===== config.mk =====
export PLATFORM = sky130hd
export DESIGN_NAME = abc_reg_access
export DESIGN_NICKNAME = d
export VERILOG_FILES = /design/src/rtl/abc_reg_access.sv
export SDC_FILE = /design/constraint.sdc
export NUM_CORES = 1
export LEC_CHECK = 0
export CAP_MARGIN = 25
export CORE_ASPECT_RATIO = 0.75
export CORE_UTILIZATION = 42
export CTS_CLUSTER_SIZE = 10
export DETAILED_ROUTE_END_ITERATION = 16
export GPL_TIMING_DRIVEN = 0
export PLACE_DENSITY = 0.89
export SLEW_MARGIN = 10
export SYNTH_ARGS = -nofsm -noshare
export SYNTH_HDL_FRONTEND = slang
export SYNTH_SLANG_ARGS = --single-unit

===== constraint.sdc =====
create_clock -name clk -period 5.2 [get_ports clk]
set_input_delay 1.3 -clock clk [delete_from_list [all_inputs] [get_ports clk]]
set_output_delay 1.3 -clock clk [all_outputs]
set_load 0.005 [all_outputs]

===== src/rtl/abc_reg_access.sv =====
// Bus-slave front-end for the ABC register bank (r1, r2, r_counter).
// One request at a time: IDLE accepts, EXEC strobes/samples the bank, RESP holds the response.
module abc_reg_access #(
    parameter int                 ADDR_W   = 8,
    parameter int                 DATA_W   = 32,
    parameter logic [ADDR_W-1:0]  R1_ADDR  = ADDR_W'('h00),
    parameter logic [ADDR_W-1:0]  R2_ADDR  = ADDR_W'('h04),
    parameter logic [ADDR_W-1:0]  CNT_ADDR = ADDR_W'('h08)
) (
    input  logic              clk,
    input  logic              r,

    input  logic              req_valid,
    output logic              req_ready,
    input  logic              req_write,
    input  logic [ADDR_W-1:0] req_addr,
    input  logic [DATA_W-1:0] req_wdata,

    output logic              rsp_valid,
    input  logic              rsp_ready,
    output logic [DATA_W-1:0] rsp_rdata,
    output logic              rsp_err,

    output logic              reg_r1_we,
    output logic              reg_r2_we,
    output logic              reg_cnt_we,
    output logic [DATA_W-1:0] reg_wdata,
    input  logic [DATA_W-1:0] reg_r1_q,
    input  logic [DATA_W-1:0] reg_r2_q,
    input  logic [DATA_W-1:0] reg_cnt_q,

    output logic              cnt_inc
);

    typedef enum logic [1:0] {
        IDLE = 2'd0,
        EXEC = 2'd1,
        RESP = 2'd2
    } state_t;

    state_t              r_state;
    state_t              w_nextState;

    logic                r_rstDone;
    logic                r_write;
    logic [ADDR_W-1:0]   r_addr;
    logic [DATA_W-1:0]   r_wdata;
    logic [DATA_W-1:0]   r_rdata;
    logic                r_err;

    logic                w_accept;
    logic                w_inExec;
    logic                w_aligned;
    logic                w_hitR1;
    logic                w_hitR2;
    logic                w_hitCnt;
    logic                w_hit;
    logic [DATA_W-1:0]   w_rdataNext;

    // r_rstDone keeps req_ready low while reset is held and until the first edge after release.
    assign req_ready = (r_state == IDLE) && r_rstDone;
    assign w_accept  = req_valid && req_ready;
    assign w_inExec  = (r_state == EXEC);

    assign w_aligned = (r_addr[1:0] == 2'b00);
    assign w_hitR1   = w_aligned && (r_addr == R1_ADDR);
    assign w_hitR2   = w_aligned && (r_addr == R2_ADDR);
    assign w_hitCnt  = w_aligned && (r_addr == CNT_ADDR);
    assign w_hit     = w_hitR1 || w_hitR2 || w_hitCnt;

    // Strobes are decoded from the registered state so an async reset drops them at once.
    assign reg_r1_we  = w_inExec && r_write && w_hitR1;
    assign reg_r2_we  = w_inExec && r_write && w_hitR2;
    assign reg_cnt_we = w_inExec && r_write && w_hitCnt;
    assign cnt_inc    = w_inExec && w_hit && !(r_write && w_hitCnt);
    assign reg_wdata  = r_wdata;

    assign rsp_valid = (r_state == RESP);
    assign rsp_rdata = r_rdata;
    assign rsp_err   = r_err;

    always_comb begin
        w_rdataNext = '0;
        if (!r_write) begin
            if (w_hitR1) begin
                w_rdataNext = reg_r1_q;
            end else if (w_hitR2) begin
                w_rdataNext = reg_r2_q;
            end else if (w_hitCnt) begin
                w_rdataNext = reg_cnt_q;
            end
        end
    end

    always_comb begin
        w_nextState = r_state;
        case (r_state)
            IDLE: begin
                if (w_accept) begin
                    w_nextState = EXEC;
                end
            end
            EXEC: begin
                w_nextState = RESP;
            end
            RESP: begin
                if (rsp_ready) begin
                    w_nextState = IDLE;
                end
            end
            default: begin
                w_nextState = IDLE;
            end
        endcase
    end

    always_ff @(posedge clk or posedge r) begin
        if (r) begin
            r_state   <= IDLE;
            r_rstDone <= 1'b0;
        end else begin
            r_state   <= w_nextState;
            r_rstDone <= 1'b1;
        end
    end

    // The response is captured at the end of EXEC, so a counter read sees the pre-increment value.
    always_ff @(posedge clk or posedge r) begin
        if (r) begin
            r_write <= 1'b0;
            r_addr  <= '0;
            r_wdata <= '0;
            r_rdata <= '0;
            r_err   <= 1'b0;
        end else begin
            if (w_accept) begin
                r_write <= req_write;
                r_addr  <= req_addr;
                r_wdata <= req_wdata;
            end
            if (w_inExec) begin
                r_rdata <= w_rdataNext;
                r_err   <= !w_hit;
            end
        end
    end

endmodule

==> results of run 1 <==
cells in the final DEF, fill, tap and decap left out, types with 2 or more instances in the layout:
cell             Yosys  layout
nor2b_1             30      30
buf_6                3       3
buf_12               2       2
nor3b_1              2       2
nand2_1             35      35
o21ai_0              7       7
clkinvlp_4           0       2
and2b_1              3       3
dfrtp_1             77      77
nand4_1              2       2
clkdlybuf4s50_1      0     211
o221ai_2            29      29
nor2_1               2       2
buf_2                6       6
inv_1                3       2
buf_4                2       2
clkbuf_16            0       9
clkbuf_1            12      12
o221ai_1             3       3
mux2_2              39      39
nand2b_1            30      30
o21ai_1             29      29
or2b_1               4       4
bufinv_16            0       2
synthesized netlist by cell type, drive strengths merged:
master	n	area (um2)
nor2b	30	188
or4	1	7.51
and4	1	8.76
nor2	2	7.51
nor4b	1	23.8
inv	3	11.3
buf	14	134
or2b	4	30.0
o221ai	32	462
nor3	1	5.00
nand2b	30	188
nand4	2	12.5
dfrtp	77	1930
a41oi	1	8.76
clkbuf	12	45.0
o21ai	36	180
nand2	35	131
nor4bb	1	10.0
mux2	39	439
and2b	3	22.5
clkinv	1	3.75
nor3b	2	15.0
nor4	1	21.3
conb	1	3.75
routing by layer:
layer,global-route usage,part of all wire
met2,0.443,0.50
met5,0,0
met3,0.0771,0.080
met4,0.0921,0.021
met1,0.276,0.40
critical path: cells and delay by family (launching register included):
kind | cells | cell delay, ns
DFF | 1 | 0.40
buffers and inverters | 3 | 0.86
and+or+nand+nor | 2 | 0.74
power breakdown:
part / switching, uW / internal [uW] / total [uW]
Clock: 250 / 417 / 668
Combinational: 298 / 438 / 736
Sequential: 65.3 / 700 / 765
Total: 613 / 1560 / 2170
state kept, by name (all words and copies together), names as in the netlist:
name	cells
r_state	2
reg_wdata	32
rsp_err	1
r_addr	8
r_write	1
r_rstDone	1
rsp_rdata	32
stage by stage:
step                      total power [uW]  instance area [um2]  worst slack (ns)  hold WS (ns)  cells
after floorplan                       1140                 3880              1.93         0.471    330
after global placement                1480                 6130             0.772         0.466    649
after detailed placement              1510                 6160              1.89         0.474    650
after CTS                             2180                 6480              1.54         0.487    665
after global routing                  2260                 6480              1.49         0.501    665
final                                 2170                 6480              1.57         0.483    665
kinds of logic (layout without fill, tap and decap cells):
group / count (synthesis) / after routing / share of synthesized area
flops: 77 / 77 / 0.496
simple gates: 114 / 114 / 0.173
compound gates: 69 / 69 / 0.167
mux: 39 / 39 / 0.113
other cells: 1 / 1 / 0.000965
buf+inv: 30 / 257 / 0.0499
worst paths after layout:
kind                                        endpoint  slack [ns]  cells past startpoint
setup / recovery                           reg_r1_we        1.57                      5
hold / removal              rsp_rdata[0]$_DFFE_PP0N_        0.48                      2
setup reg to reg            rsp_rdata[7]$_DFFE_PP0N_        3.43                      5
hold reg to reg             rsp_rdata[0]$_DFFE_PP0N_        0.48                      2
max in group asynchronous        r_write$_DFFE_PP0P_        3.33                      3
min in group asynchronous  rsp_rdata[22]$_DFFE_PP0N_        1.31                      2
layout make-up:
type / instances / area, um2 / area share
Multi-Input combinational cell: 223 / 1760 / 0.272
Timing Repair Buffer: 212 / 2140 / 0.330
Clock buffer: 9 / 225 / 0.0348
Clock inverter: 6 / 88.8 / 0.0137
Sequential cell: 77 / 1930 / 0.298
Inverter: 4 / 17.5 / 0.00270
Tap cell: 108 / 135 / 0.0209
Buffer: 26 / 179 / 0.0276
==> reports/qor.txt, run 1 <==
Worst path slowest cell: clkdlybuf4s50_1
register bit total from synthesis: 77
vias in the first global route: 3547
Mapped Avg Cell Area: 11.8 um2
Static Leak: 0.00256 uW
Final Skew: 0.00853 ns
setup TNS: 0 ns
Worst setup SP type: flop
Final Cycle Share: 0.699
library cells used by synthesis: 30
Setup CP Type: flop to output port
DRT Wirelength: 11.6 mm
core area: 8710 um2
initial antenna violation count: 0
HPWL Detailed: 8.99 mm
die area: 9640 um2
fin util: 0.744
hold crit path type: flop to flop
Skew-Pair Late Insertion Delay: 0.33 ns
initial core utilization: 0.446
CP Data Arrival Time: 2.33 ns
Worst Max-Slew Pin Slew: 0.591 ns
CP Cell Sequence: or4_1 > buf_6 > buf_12 > nor4b_4 > clkdlybuf4s50_1
post-CTS sizing: 0
VDD IR max: 0.000178 V
area of the mapped netlist: 3880 um2
Post-CTS Setup Inserts: 0
syn_nets: 471
clock period minus worst slack: 3.63 ns
Synth Instances: 330
DR WL/cell: 17.4 um
initial DRC count: 129
first-pass GRT wire length: 18.1 mm
clock-pin slew on the worst setup and hold paths: 0.06 ns
Worst Setup SP: r_addr[1]$_DFFE_PP0P_
total CTS buffers: 9
CTS Hold Bufs: 0
status: finished, final reports clean
max cap viols: 0
gr ovfl total: 0
number of port buffers: 211
largest net degree at the start of global routing: 51
Fin. Hold Viols: 0
Critical Path RT: 3.90 ns
site row count: 29
Cell Pwr Density: 335 nW/um2
gp weighted congestion: 0.789
synth-to-layout area growth: 66.7%
ANT cells: 0
Worst Setup End Kind: output port
CP Max Fanout: 10
Synth warnings: 0
vias per cell: 5.13
remaining antenna violation count after routing: 0
# IOs: 212
fill count: 622
gr usage total: 0.247
HP Start: rsp_rdata[0]$_DFFE_PP0N_
fraction of layout cells with a size suffix above 1: 0.181
residual DRC count: 0
1st-pass router iterations: 4
htree depth: 3
via count: 3409
Slew Viols, Final: 0
CTS root buf: clkbuf_16
Max stage delay on crit path: 0.55 ns
sequential share of the synthesized area: 0.496
relative slew slack: 0.606
fmax: 275 MHz
CTS tree: built
Die Y: 85.3 um
# setup viols final: 0
RSZ-0062 raised after global routing: no
CTS max path bufs: 2
Clock Sinks: 77
die width: 113 um
RR Startpoint: r_addr[3]$_DFFE_PP0P_
fin nets: 694
(Power assumes the default switching activity.)
==> run 2, diff against run 1 <==
--- a/config.mk
+++ b/config.mk
@@ -7,11 +7,11 @@
 export LEC_CHECK = 0
 export CAP_MARGIN = 25
 export CORE_ASPECT_RATIO = 0.75
-export CORE_UTILIZATION = 42
+export CORE_UTILIZATION = 35
 export CTS_CLUSTER_SIZE = 10
 export DETAILED_ROUTE_END_ITERATION = 16
 export GPL_TIMING_DRIVEN = 0
-export PLACE_DENSITY = 0.89
+export PLACE_DENSITY = 0.79
 export SLEW_MARGIN = 10
 export SYNTH_ARGS = -nofsm -noshare
 export SYNTH_HDL_FRONTEND = slang
==> constraint.sdc (replaced) <==
create_clock -name clk -period 3.3 [get_ports clk]
set_input_delay 0.825 -clock clk [delete_from_list [all_inputs] [get_ports clk]]
set_output_delay 0.825 -clock clk [all_outputs]
set_load 0.005 [all_outputs]
==> run 2 against run 1 <==
  * Utilization shrank 13 points
  * Via count shrank 1.1%
  * Flip-flop and latch count is the same
  * Critical path depth is the same
  * Count of clock-buffer cells in the layout grew 5
  * Combinational power grew 56%
  * Sequential share of layout area shrank 0.15 points
  * Register-to-register slack lost 2.0 ns
  * Clock power grew 53%
  * Clock skew shrank 0.0026 ns
  * First-iteration DRC count shrank 6.2%
  * Design area grew 0.52%
  * Critical endpoint unchanged
==> reports/qor.txt, run 2 (synthesized netlist as in run 1, its figures left out) <==
RR Startpoint: r_addr[3]$_DFFE_PP0P_
GRT busiest layer: met2
max cap viols: 0
fin cells: 694
Fin. Hold Viols: 0
DRT Wirelength: 11.3 mm
relative slew slack: 0.536
worst hold slack: 0.482 ns
cells on worst reg2reg path: 5
Post-CTS Setup Inserts: 0
CTS max path bufs: 2
synth-to-layout area growth: 67.6%
CTS tree: built
Cell Pwr Density: 518 nW/um2
gr ovfl total: 0
remaining antenna violation count after routing: 0
post-CTS sizing: 0
Max stage delay on crit path: 0.56 ns
met3 Use GR: 0.0652
vias in the first global route: 3484
clock period minus worst slack: 3.17 ns
fmax: 315 MHz
ANT cells: 0
Final Skew: 0.00590 ns
CTS root buf: clkbuf_16
number of port buffers: 211
hold crit path type: flop to flop
# IOs: 212
via count: 3370
fin nets: 694
Die Y: 93.2 um
routing usage on met2: 0.344
Final Cycle Share: 0.962
most frequent cells in the layout: clkdlybuf4s50_1 (211), dfrtp_1 (77), mux2_2 (39)
CP Cell Sequence: or4_1 > buf_6 > buf_12 > nor4b_4 > clkdlybuf4s50_1
vias per cell: 4.86
reg-to-reg slack, setup: 1.47 ns
Worst path slowest cell: clkdlybuf4s50_1
DR WL/cell: 16.3 um
first-pass GRT wire length: 17.7 mm
Setup CP Type: flop to output port
initial core utilization: 0.369
RSZ-0062 raised after global routing: no
gp weighted congestion: 0.782
die width: 124 um
largest net degree at the start of global routing: 52
pre-CTS WS: 0.456 ns
fraction of layout cells with a size suffix above 1: 0.179
gr usage total: 0.204
HP Start: rsp_rdata[12]$_DFFE_PP0N_
fin util: 0.618
CTS Hold Bufs: 0
VDD IR max: 0.000249 V
die area: 11500 um2
HPWL Detailed: 8.95 mm
Static Leak: 0.00257 uW
htree depth: 3
Worst Max-Slew Pin Slew: 0.696 ns
Worst setup SP type: flop
# setup viols final: 0
final worst slack: 0.127 ns
residual DRC count: 0
Worst Hold End: rsp_rdata[12]$_DFFE_PP0N_
setup TNS: 0 ns
routing usage on met1: 0.248
status: finished, final reports clean
Slew Viols, Final: 0
Skew-Pair Late Insertion Delay: 0.32 ns
initial antenna violation count: 0
commonest non-fill, non-tap cell in the layout: clkdlybuf4s50_1
Min-Delay Path Depth: 2
placed cells: 678
site row count: 32
initial DRC count: 121
Worst Setup End Kind: output port
Clock Sinks: 77
clock-pin slew on the worst setup and hold paths: 0.06 ns
CP Data Arrival Time: 2.35 ns
Critical Path RT: 2.47 ns
CP Max Fanout: 10
Critical R2R Capture: rsp_rdata[9]$_DFFE_PP0N_
1st-pass router iterations: 4
total CTS buffers: 9
core area: 10500 um2
-- run 2: cell types whose count changed in the layout (fill, tap and decap cells not counted), sizes merged --
cell,delta
inv,+1
clkbuf,+5
clkinvlp,-2
bufinv,-1
clkinv,-2
-- run 2: worst max path at each step --
stage	startpoint	endpoint	depth (start not counted)
4_1_cts	r_addr[1]$_DFFE_PP0P_	reg_r1_we	5
5_1_grt	r_addr[1]$_DFFE_PP0P_	reg_r1_we	5
2_1_floorplan	r	r_addr[0]$_DFFE_PP0P_	1
3_3_place_gp	r	reg_wdata[1]$_DFFE_PP0P_	2
6_report	r_addr[1]$_DFFE_PP0P_	reg_r1_we	5
3_5_place_dp	r_addr[1]$_DFFE_PP0P_	reg_r1_we	5
-- run 2: cell type report --
cell class / instances / area [um2]
fill: 839 / 4020
timing repair buffer: 212 / 2140
sequential: 77 / 1930
multi-input combinational: 223 / 1760
clock buffer: 14 / 274
buffer: 26 / 179
tap: 136 / 170
clock inverter: 2 / 38.8
inverter: 4 / 17.5
-- run 2: metrics by stage --
step | cell area [um2] | total power, uW
finish | 6510 | 3370
global route | 6510 | 3570
CTS | 6510 | 3420
detailed placement | 6200 | 2380
global placement | 6170 | 2350
floorplan | 3880 | 1800
-- run 2: power breakdown --
group / internal [uW] / switching [uW] / total, uW
clock: 651 / 365 / 1020
combinational: 690 / 461 / 1150
sequential: 1100 / 101 / 1200
-- run 2: critical path, delay by kind of cell, from the launching register on --
| kind | cells | cell delay (ns) |
|---|---|---|
| AND/OR/NAND/NOR | 2 | 0.76 |
| buffers and inverters | 3 | 0.88 |
| flip-flops | 1 | 0.39 |
-- run 2: layer usage --
| layer | wire length (um) | part of all wire |
|---|---|---|
| met1 | 4720 | 0.42 |
| met2 | 5540 | 0.49 |
| met3 | 971 | 0.086 |
| met4 | 95 | 0.0084 |
| met5 | 0 | 0 |
==> run 3, diff against run 2 <==
--- a/config.mk
+++ b/config.mk
@@ -5,13 +5,15 @@
 export SDC_FILE = /design/constraint.sdc
 export NUM_CORES = 1
 export LEC_CHECK = 0
-export CAP_MARGIN = 25
+export ABC_AREA = 1
+export CAP_MARGIN = 15
 export CORE_ASPECT_RATIO = 0.75
-export CORE_UTILIZATION = 35
+export CORE_UTILIZATION = 36
 export CTS_CLUSTER_SIZE = 10
 export DETAILED_ROUTE_END_ITERATION = 16
 export GPL_TIMING_DRIVEN = 0
-export PLACE_DENSITY = 0.79
+export MAX_ROUTING_LAYER = met4
+export PLACE_DENSITY = 0.81
 export SLEW_MARGIN = 10
 export SYNTH_ARGS = -nofsm -noshare
 export SYNTH_HDL_FRONTEND = slang
==> run 3 against run 2 <==
  * Clock skew is essentially flat
  * Register-to-register slack gained 0.18 ns
  * Utilization increased by 0.89 points
  * Fmax grew 0.41%
  * First-iteration DRC count rose by 66%
  * Worst hold slack worse by 0.0062 ns
  * Critical path depth increased by 3
  * Wire length is 21% higher
  * Final cell count is 28% higher
  * Flip-flop and latch count did not move
  * Global-route usage is 4.6 points higher
  * Total power down 1.2%
==> reports/qor.txt, run 3 <==
routing usage on met1: 0.324
via count: 4415
ANT cells: 0
max cap viols: 0
VDD IR max: 0.000306 V
share of the synthesized area in the top cell type: 0.489
vias in the first global route: 4356
core area: 10500 um2
Skew-Pair Late Insertion Delay: 0.33 ns
1st-pass router iterations: 5
Worst setup SP type: flop
Synth Instances: 526
# setup viols final: 0
hold crit path type: flop to flop
Final Cycle Share: 0.958
Setup CP Type: flop to output port
Worst Setup SP: r_addr[7]$_DFFE_PP0P_
syn_nets: 667
Cell Pwr Density: 508 nW/um2
site row count: 32
gr ovfl total: 0
GRT busiest layer: met2
Slew Viols, Final: 0
initial antenna violation count: 0
remaining antenna violation count after routing: 0
Worst Setup End Kind: output port
DRT Wirelength: 13.7 mm
fraction of registers with async set/reset: 1.00
clock network power share: 0.297
reg-to-reg slack, setup: 1.65 ns
routing usage on met2: 0.389
gr usage total: 0.250
clock period minus worst slack: 3.16 ns
number of port buffers: 211
most frequent cells in the layout: clkdlybuf4s50_1 (211), nand2_1 (199), nand3_1 (96)
Die Y: 92.6 um
Synth warnings: 0
crit path to: reg_cnt_we
Seq pwr share: 0.372
largest net degree at the start of global routing: 49
synth cell count leaders: nand2_1 (199), nand3_1 (96), dfrtp_1 (77)
CP Max Fanout: 10
sequential cell area: 1930 um2
commonest non-fill, non-tap cell in the layout: clkdlybuf4s50_1
register bit total from synthesis: 77
fin cells: 890
leading area contributor after synthesis: dfrtp_1
internal power component: 2320 uW
# IOs: 212
Net Switching: 1010 uW
met3 Use GR: 0.0474
power share of the combinational group: 0.332
fill count: 909
fmax: 316 MHz
Clock Sinks: 77
CTS tree: built
CTS root buf: clkbuf_16
Post-synth EDFFs: 0
Critical R2R Capture: rsp_rdata[23]$_DFFE_PP0N_
Critical Path RT: 2.47 ns
gp weighted congestion: 0.914
pre-CTS WS: 0.453 ns
post-CTS sizing: 0
vias per cell: 4.96
Fin. Hold Viols: 0
sequential share of the synthesized area: 0.489
CP Data Arrival Time: 2.34 ns
area of the multi-input gates: 1650 um2
HPWL Detailed: 10.4 mm
Mapped Avg Cell Area: 7.50 um2
CTS max path bufs: 2
first-pass GRT wire length: 21.0 mm
RR Startpoint: r_addr[7]$_DFFE_PP0P_
total CTS buffers: 9
placed cells: 874
Main synth FF type: dfrtp_1
status: finished, final reports clean
residual DRC count: 0
initial core utilization: 0.377
initial DRC count: 201
Static Leak: 0.00328 uW
Sw Share: 0.303
DR WL/cell: 15.4 um
synth-to-layout area growth: 66.2%
CTS Hold Bufs: 0
fraction of layout cells with a size suffix above 1: 0.0915
htree depth: 3
Final Skew: 0.00583 ns
cells on worst reg2reg path: 8
library cells used by synthesis: 20
final worst slack: 0.139 ns
Post-CTS Setup Inserts: 0
area of the mapped netlist: 3940 um2
die width: 123 um
RSZ-0062 raised after global routing: no
die area: 11400 um2
Synth area leaders: dfrtp_1 (49%), nand2_1 (19%), nand3_1 (12%), a21oi_1 (4.1%), inv_1 (3.9%)
fin nets: 890
clock-pin slew on the worst setup and hold paths: 0.06 ns
most frequent cell after synthesis: nand2_1
==> run 3: changes by cell type after synthesis, sizes merged, moves of 32 or more <==
cell / before / now
nand2: 35 / 219
mux2: 39 / 0
nand3: 0 / 96
inv: 3 / 45
o221ai: 32 / 0
a21oi: 0 / 32
==> run 3: per-stage QoR <==
stage	util	hold WS [ns]	total power [uW]	instance area [um2]	setup TNS, ns
2_1_floorplan	-	0.449	1690	3940	0
3_3_place_gp	0.596	0.461	2310	6220	-56.82
3_5_place_dp	0.599	0.464	2350	6250	0
4_1_cts	0.627	0.480	3350	6550	0
5_1_grt	0.627	0.496	3510	6550	0
6_report	0.627	0.476	3330	6550	0
==> run 3: logic make-up (layout without fill, tap and decap cells) <==
logic type | Yosys count | count (layout) | synth area share
AOI/OAI and AO/OA | 40 | 40 | 0.0508
buffers and inverters | 78 | 306 | 0.0933
DFF | 77 | 77 | 0.489
other | 1 | 1 | 0.000951
and+or+nand+nor | 330 | 330 | 0.366
==> run 3: worst min path at each step <==
stage                              start                         to  slack [ns]  cells past startpoint
2_1_floorplan      r_addr[7]$_DFFE_PP0P_      r_addr[7]$_DFFE_PP0P_        0.45                      2
3_3_place_gp    rsp_rdata[7]$_DFFE_PP0N_   rsp_rdata[7]$_DFFE_PP0N_        0.46                      2
3_5_place_dp   reg_wdata[27]$_DFFE_PP0P_  reg_wdata[27]$_DFFE_PP0P_        0.46                      2
4_1_cts         reg_wdata[2]$_DFFE_PP0P_   reg_wdata[2]$_DFFE_PP0P_        0.48                      2
5_1_grt        rsp_rdata[16]$_DFFE_PP0N_  rsp_rdata[16]$_DFFE_PP0N_        0.50                      2
6_report        reg_wdata[2]$_DFFE_PP0P_   reg_wdata[2]$_DFFE_PP0P_        0.48                      2
==> run 3: area by class of cell <==
class	count	area share
sequential	77	0.294
buffer	33	0.0304
timing repair buffer	212	0.326
inverter	45	0.0262
tap	136	0.0260
clock inverter	4	0.00725
clock buffer	12	0.0376
multi-input combinational	371	0.252
==> run 3: critical path, stage by stage, from the launching register on <==
cell and delay [ns]:
dfrtp_1 0.40, nor2_1 0.12, nand2_1 0.15, inv_2 0.11
buf_4 0.17, buf_2 0.25, nand2_1 0.10, nor3_1 0.13
clkdlybuf4s50_1 0.57
==> run 3: routing by layer <==
metal	routed length, um	part of all wire
met1	6090	0.45
met2	6510	0.48
met3	798	0.058
met4	291	0.021
met5	0	0
==> run 3: power by group through the flow <==
stage	sequential, uW	clock (uW)	combinational (uW)
after global routing	1260	1050	1200
after CTS	1240	1000	1110
after global placement	1240	0	1070
after detailed placement	1250	0	1100
after floorplan	1250	0	435
final	1240	987	1100
